===== config.mk =====
export PLATFORM = sky130hd
export DESIGN_NAME = traffic_light_monitor
export DESIGN_NICKNAME = d
export VERILOG_FILES = /design/src/rtl/traffic_light_monitor.sv
export SDC_FILE = /design/constraint.sdc
export NUM_CORES = 1
export LEC_CHECK = 0
export CELL_PAD_IN_SITES_DETAIL_PLACEMENT = 0
export CELL_PAD_IN_SITES_GLOBAL_PLACEMENT = 1
export CORE_ASPECT_RATIO = 0.75
export CORE_UTILIZATION = 38
export CTS_CLUSTER_SIZE = 20
export DETAILED_ROUTE_END_ITERATION = 10
export PLACE_DENSITY = 0.78
export SLEW_MARGIN = 20
export SYNTH_ARGS = -nofsm -noshare
export SYNTH_HDL_FRONTEND = slang
export SYNTH_SLANG_ARGS = --single-unit

===== constraint.sdc =====
create_clock -name clk -period 3 [get_ports clk]
set_input_delay 0.6 -clock clk [delete_from_list [all_inputs] [get_ports clk]]
set_output_delay 0.6 -clock clk [all_outputs]
set_load 0.01 [all_outputs]

===== src/rtl/traffic_light_monitor.sv =====
// Receive-side checker for the traffic light controller lamps: synchronise, glitch-filter, decode,
// track the phase sequence and raise sticky errors. Define TLMON_TIMEOUT_EN to build the dwell timeout.
module traffic_light_monitor #(
    parameter int TIMEOUT_CYCLES = 1000,
    parameter int CNT_W          = 16
) (
    input  logic             clk,
    input  logic             reset,
    input  logic             MG,
    input  logic             MY,
    input  logic             MR,
    input  logic             SG,
    input  logic             SY,
    input  logic             SR,
    input  logic             pedLight,
    input  logic             clear_err,
    output logic [2:0]       phase,
    output logic             phase_valid,
    output logic             err_conflict,
    output logic             err_sequence,
    output logic             err_timeout,
    output logic [CNT_W-1:0] cycle_count,
    output logic [CNT_W-1:0] ped_count
);

    localparam logic [2:0] PH_GR  = 3'd0;
    localparam logic [2:0] PH_YR  = 3'd1;
    localparam logic [2:0] PH_RR1 = 3'd2;
    localparam logic [2:0] PH_RG  = 3'd3;
    localparam logic [2:0] PH_RY  = 3'd4;
    localparam logic [2:0] PH_RR2 = 3'd5;
    localparam logic [2:0] PH_PED = 3'd6;
    localparam logic [2:0] PH_INV = 3'd7;

    localparam logic [0:0] ST_WAIT_SYNC = 1'b0;
    localparam logic [0:0] ST_TRACK     = 1'b1;

    // Lamp vector layout: {MG, MY, MR, SG, SY, SR, pedLight}
    function automatic logic [2:0] decodeLamps(input logic [6:0] lamps);
        case (lamps)
            7'b100_001_0: return PH_GR;
            7'b010_001_0: return PH_YR;
            7'b001_001_0: return PH_RR1;
            7'b001_100_0: return PH_RG;
            7'b001_010_0: return PH_RY;
            7'b001_001_1: return PH_PED;
            default:      return PH_INV;
        endcase
    endfunction

    // All-red is ambiguous on its own; its meaning comes from the phase it follows.
    function automatic logic [2:0] resolveRedRed(input logic [2:0] pat, input logic [2:0] cur);
        if (pat != PH_RR1) return pat;
        case (cur)
            PH_YR:          return PH_RR1;
            PH_RY:          return PH_RR2;
            PH_RR1, PH_RR2: return cur;
            default:        return PH_RR1;
        endcase
    endfunction

    function automatic logic legalStep(input logic [2:0] from, input logic [2:0] to);
        case (from)
            PH_GR:   return to == PH_YR;
            PH_YR:   return to == PH_RR1;
            PH_RR1:  return to == PH_RG;
            PH_RG:   return to == PH_RY;
            PH_RY:   return to == PH_RR2;
            PH_RR2:  return (to == PH_GR) || (to == PH_PED);
            PH_PED:  return to == PH_GR;
            default: return 1'b0;
        endcase
    endfunction

    function automatic logic lampConflict(input logic [6:0] lamps);
        logic mainGo;
        logic sideGo;
        mainGo = lamps[6] | lamps[5];
        sideGo = lamps[3] | lamps[2];
        return (mainGo & sideGo) | (lamps[0] & (mainGo | sideGo));
    endfunction

    function automatic logic [CNT_W-1:0] satIncCnt(input logic [CNT_W-1:0] value);
        return (&value) ? value : value + 1'b1;
    endfunction

    logic [6:0] lampRaw;
    logic [6:0] lampS1_p1;
    logic [6:0] lampS2_p2;
    logic [2:0] decoded_p2;
    logic [2:0] patQ_p3;
    logic [0:0] state;
    logic [2:0] candidate;
    logic       accept;
    logic       stepLegal;
    logic       conflictEvt;
    logic       sequenceEvt;
    logic       timeoutEvt;

    assign lampRaw = {MG, MY, MR, SG, SY, SR, pedLight};

    // Stage p1/p2: two-flop synchroniser; stage p3: pattern register for the stability filter
    always_ff @(posedge clk or posedge reset) begin
        if (reset) begin
            lampS1_p1 <= '0;
            lampS2_p2 <= '0;
            patQ_p3   <= PH_INV;
        end else begin
            lampS1_p1 <= lampRaw;
            lampS2_p2 <= lampS1_p1;
            patQ_p3   <= decoded_p2;
        end
    end

    assign decoded_p2  = decodeLamps(lampS2_p2);
    assign candidate   = resolveRedRed(decoded_p2, phase);
    assign accept      = (decoded_p2 == patQ_p3) && (candidate != phase);
    assign stepLegal   = legalStep(phase, candidate);
    assign conflictEvt = lampConflict(lampS2_p2);
    assign sequenceEvt = accept && (state == ST_TRACK) && !stepLegal;

    // Stage p4: phase tracker and counters
    always_ff @(posedge clk or posedge reset) begin
        if (reset) begin
            state       <= ST_WAIT_SYNC;
            phase       <= PH_INV;
            cycle_count <= '0;
            ped_count   <= '0;
        end else if (accept) begin
            phase <= candidate;
            if (state == ST_WAIT_SYNC) begin
                if (candidate == PH_GR) state <= ST_TRACK;
            end else if (stepLegal) begin
                if (candidate == PH_GR) cycle_count <= satIncCnt(cycle_count);
                if (candidate == PH_PED) ped_count <= satIncCnt(ped_count);
            end else begin
                state <= ST_WAIT_SYNC;
            end
        end
    end

    assign phase_valid = (state == ST_TRACK);

`ifdef TLMON_TIMEOUT_EN
    localparam int DWELL_W = $clog2(TIMEOUT_CYCLES + 1);

    function automatic logic [DWELL_W-1:0] satIncDwell(input logic [DWELL_W-1:0] value);
        return (&value) ? value : value + 1'b1;
    endfunction

    logic [DWELL_W-1:0] dwell;

    always_ff @(posedge clk or posedge reset) begin
        if (reset) begin
            dwell <= '0;
        end else if (accept || (state == ST_WAIT_SYNC)) begin
            dwell <= '0;
        end else begin
            dwell <= satIncDwell(dwell);
        end
    end

    assign timeoutEvt = (state == ST_TRACK) && (dwell == DWELL_W'(TIMEOUT_CYCLES - 1));

    always_ff @(posedge clk or posedge reset) begin
        if (reset) err_timeout <= 1'b0;
        else       err_timeout <= (err_timeout & ~clear_err) | timeoutEvt;
    end
`else
    assign timeoutEvt  = 1'b0;
    assign err_timeout = timeoutEvt;
`endif

    // Sticky flags: a new event in the clearing cycle wins over clear_err
    always_ff @(posedge clk or posedge reset) begin
        if (reset) begin
            err_conflict <= 1'b0;
            err_sequence <= 1'b0;
        end else begin
            err_conflict <= (err_conflict & ~clear_err) | conflictEvt;
            err_sequence <= (err_sequence & ~clear_err) | sequenceEvt;
        end
    end

endmodule

==> results.toml, run 1 <==
[outcome]
run_status = "finished, final reports clean"

[floorplanning]
dieArea_mm2 = 0.00835
initial_utilization = 0.403
number_of_primary_i_o_pins = 49
row_count = 27
die_width_um = 105
core_area_mm2 = 0.00753
chipHeight_um = 79.4

[synthesis]
post_synth_edffs = 0
ys_flop_type = "dfrtp_1"
synthesized_instance_count = 285
synth_warnings = 0
synth_async_sr_flop_share = 1.00
synth_seq_area_share = 0.456
mappedNetlistArea_mm2 = 0.00303
ys_ff_latch = 55
ys_types = 68
post_synth.cell_area_avg_um2 = 10.6
synth_fp_nets = 297

[clock_tree]
clkSlewWorstSetupHoldPaths_ns = 0.09
numClockSinks = 55
clock_insertion_delay_worst_skew_ns = 0.30
total_clock_buffers_created_by_cts = 5
ctsLongestPathBuffers = 2
cts_hold_repair.buffers = 0
cts.root.buffer_cell = "clkbuf_8"
tritoncts = "yes"
cts-htree-levels = 2

[detailed_routing]
post_drt_wl_per_cell_um = 14.5
remaining_drc_errors = 0
first_pass_iters = 4
vias = 2399
route.antenna.remaining_nets = 0
routed_wl_mm = 6.59
drtIter0Drc = 130
route.detailed.vias_per_inst = 5.28

[worst_setup_path]
worstSetupStartpoint = "lampS2_p2[6]"
reg2reg_to = "ped_count[12]"
crit_path_end = "ped_count[12]"
depth_of_the_most_critical_reg_to_reg_path = 10
timing.critical_path.arrival_ns = 3.03
rr_startpoint = "lampS2_p2[6]"
critical_path.endpoint_type = "flip-flop"
worst_setup_path_start_kind = "flip-flop"
crit_slowest_cell = "dfrtp_1"
crit_path_cell_trace = "xor2_1, and3_1, buf_4, nor2_1, nand3b_1, a22oi_1, o32ai_4, buf_4, nor4_1, xor2_1"
regToRegSetupSlack_ns = 0.20
worst-endpoint-required_ns = 3.23
critPathKind = "flip-flop to flip-flop"
critical-path-max-stage-delay_ns = 0.45
critical_path_peak_fanout = 12

[finish]
filler_cell_count = 692
area.growth.synth_to_final_pct = 29.7
final_nets = 364
antenna-diode-count = 0
layout_cells_sized_above_1 = 0.227
stdcell_area_mm2 = 0.00394
post_layout_nonfiller_instances = 454

[place]
placed_cell_area_mm2 = 0.00377
dp_cells = 444
pre_cts_ws_ns = 0.0934
routabilityCongestion = 0.875
io_buffer_count = 47
dp.final_hpwl_mm = 4.81

[sta]
slew_limit_fails = 0
setup_repair_after_global_routing_missed_its_margin = "false"
period_share = 0.933
timing.final.setup_violations = 0
final.setup.worst_slack_ns = 0.200
hold_viol = 0
maxClockFrequency_mhz = 357
totalNegativeSetupSlack_ns = 0
min_period_ns = 2.80
fin_worst_skew_ns = 0.00982

[grt]
wire_length_of_the_first_global_routing_pass_mm = 11.0
grt.total_usage = 0.166
grt_antenna_before_repair = 0
grt_max_degree = 56
vias_in_the_first_global_route = 2239
overflow = 0

[run]
cap_viol_max_count = 0

[pwr]
power.density_mw_per_mm2 = 417
power_leakage_uw = 0.00170
ir_drop_v = 0.000298

[hold_path]
holdCritPathClass = "flip-flop to flip-flop"
hold_path_startpoint = "lampS1_p1[0]"
sequential cells by signal, summed over array words and instances (netlist names), 3 cells and up:
name,count
cycle_count,16
lampS1_p1,7
lampS2_p2,7
patQ_p3,3
ped_count,16
phase,3
power by group:
| part | total (uW) | internal, uW | switching, uW |
|---|---|---|---|
| sequential | 809 | 780 | 28.8 |
| combinational | 387 | 180 | 207 |
| clock | 444 | 210 | 233 |
| total | 1640 | 1170 | 469 |
placed cells by master, fill, tap and decap left out, drive strengths merged, types with 2 or more instances in the layout:
cell type	netlist	final
a21oi	5	5
a22oi	3	3
a31oi	4	4
and2	3	3
and3	15	15
and4	2	2
buf	13	29
clkbuf	3	7
clkdlybuf4s50	0	47
dfrtp	49	49
dfstp	6	6
ha	2	2
inv	10	10
mux2	2	2
nand2	9	9
nand3	21	21
nand4	6	6
nor2	19	19
nor2b	4	4
nor3	12	12
nor3b	3	3
nor4	12	12
nor4b	5	5
o211ai	2	2
o21ai	7	7
o31ai	2	2
o32ai	2	2
or3	8	8
xnor2	6	6
xor2	30	30
per-layer routing:
metal | track usage | vias up | part of all wire
met5 | 0 | - | 0
met4 | 0.0380 | 0 | 0.0088
met3 | 0.0294 | 5 | 0.047
met2 | 0.249 | 64 | 0.43
met1 | 0.247 | 1157 | 0.52
li1 | - | 1173 | -
per-stage QoR:
step / hold slack (ns) / util / power [uW]
after floorplan: 0.331 / - / 1030
final: 0.354 / 0.522 / 1640
after detailed placement: 0.335 / 0.501 / 1200
after global routing: 0.361 / 0.522 / 1730
after global placement: 0.332 / 0.501 / 1190
after CTS: 0.358 / 0.515 / 1650
critical path: cells and delay by family (launching register included):
family                 cells  cell delay (ns)
AND/OR/NAND/NOR            4             0.97
AO/OA/AOI/OAI              2             0.53
flip-flops                 1             0.45
buffers and inverters      2             0.39
XOR/XNOR                   2             0.37
timing repair:
item,in CTS,in global routing
setup endpoints to repair,0,31
resized for setup,0,9
setup buffers,0,2
Yosys cell counts, drive strengths merged, types with 2 or more instances:
cell type / n / area share
dfrtp: 49 / 0.40
xor2: 30 / 0.087
nand3: 21 / 0.035
nor2: 19 / 0.024
and3: 15 / 0.031
buf: 13 / 0.028
nor3: 12 / 0.021
nor4: 12 / 0.045
inv: 10 / 0.012
nand2: 9 / 0.014
or3: 8 / 0.020
o21ai: 7 / 0.012
dfstp: 6 / 0.052
nand4: 6 / 0.012
xnor2: 6 / 0.022
a21oi: 5 / 0.0095
nor4b: 5 / 0.026
a31oi: 4 / 0.0082
nor2b: 4 / 0.0082
a22oi: 3 / 0.0074
and2: 3 / 0.0074
clkbuf: 3 / 0.0041
nor3b: 3 / 0.0074
and4: 2 / 0.0058
ha: 2 / 0.0082
mux2: 2 / 0.0074
o211ai: 2 / 0.0049
o31ai: 2 / 0.0095
o32ai: 2 / 0.0082
worst min path at each step:
stage                        end  slack (ns)  cells after the start
floorplan           lampS2_p2[0]        0.33                      0
global placement    lampS2_p2[0]        0.33                      0
detailed placement  lampS2_p2[5]        0.33                      0
CTS                 lampS2_p2[5]        0.36                      0
global route        lampS2_p2[4]        0.36                      0
finish              lampS2_p2[0]        0.35                      0
final cells by class:
class	instances	area, um2	area share
sequential	55	1390	0.353
timing repair buffer	76	713	0.181
tap	101	126	0.0321
clock buffer	7	96.3	0.0245
multi-input combinational	204	1570	0.398
clock inverter	1	7.51	0.00191
inverter	10	37.5	0.00954
cell families (layout without fill, tap and decap cells):
kind of cell,Yosys count,after routing,share of synthesized area
fa+ha+maj,3,3,0.0115
flops,55,55,0.456
mux,2,2,0.00742
other cells,1,1,0.00124
buf+inv,26,94,0.0445
compound gates,38,38,0.0965
xor+xnor,36,36,0.109
simple gates,124,124,0.274
Note: power is estimated with default switching activity, not from simulation.
==> inputs of run 2 (changes only) <==
--- a/config.mk
+++ b/config.mk
@@ -5,6 +5,7 @@
 export SDC_FILE = /design/constraint.sdc
 export NUM_CORES = 1
 export LEC_CHECK = 0
+export CAP_MARGIN = 20
 export CELL_PAD_IN_SITES_DETAIL_PLACEMENT = 0
 export CELL_PAD_IN_SITES_GLOBAL_PLACEMENT = 1
 export CORE_ASPECT_RATIO = 0.75
==> results of run 2 <==
No change in the layout: final DEF, timing and power equal those of run 1.
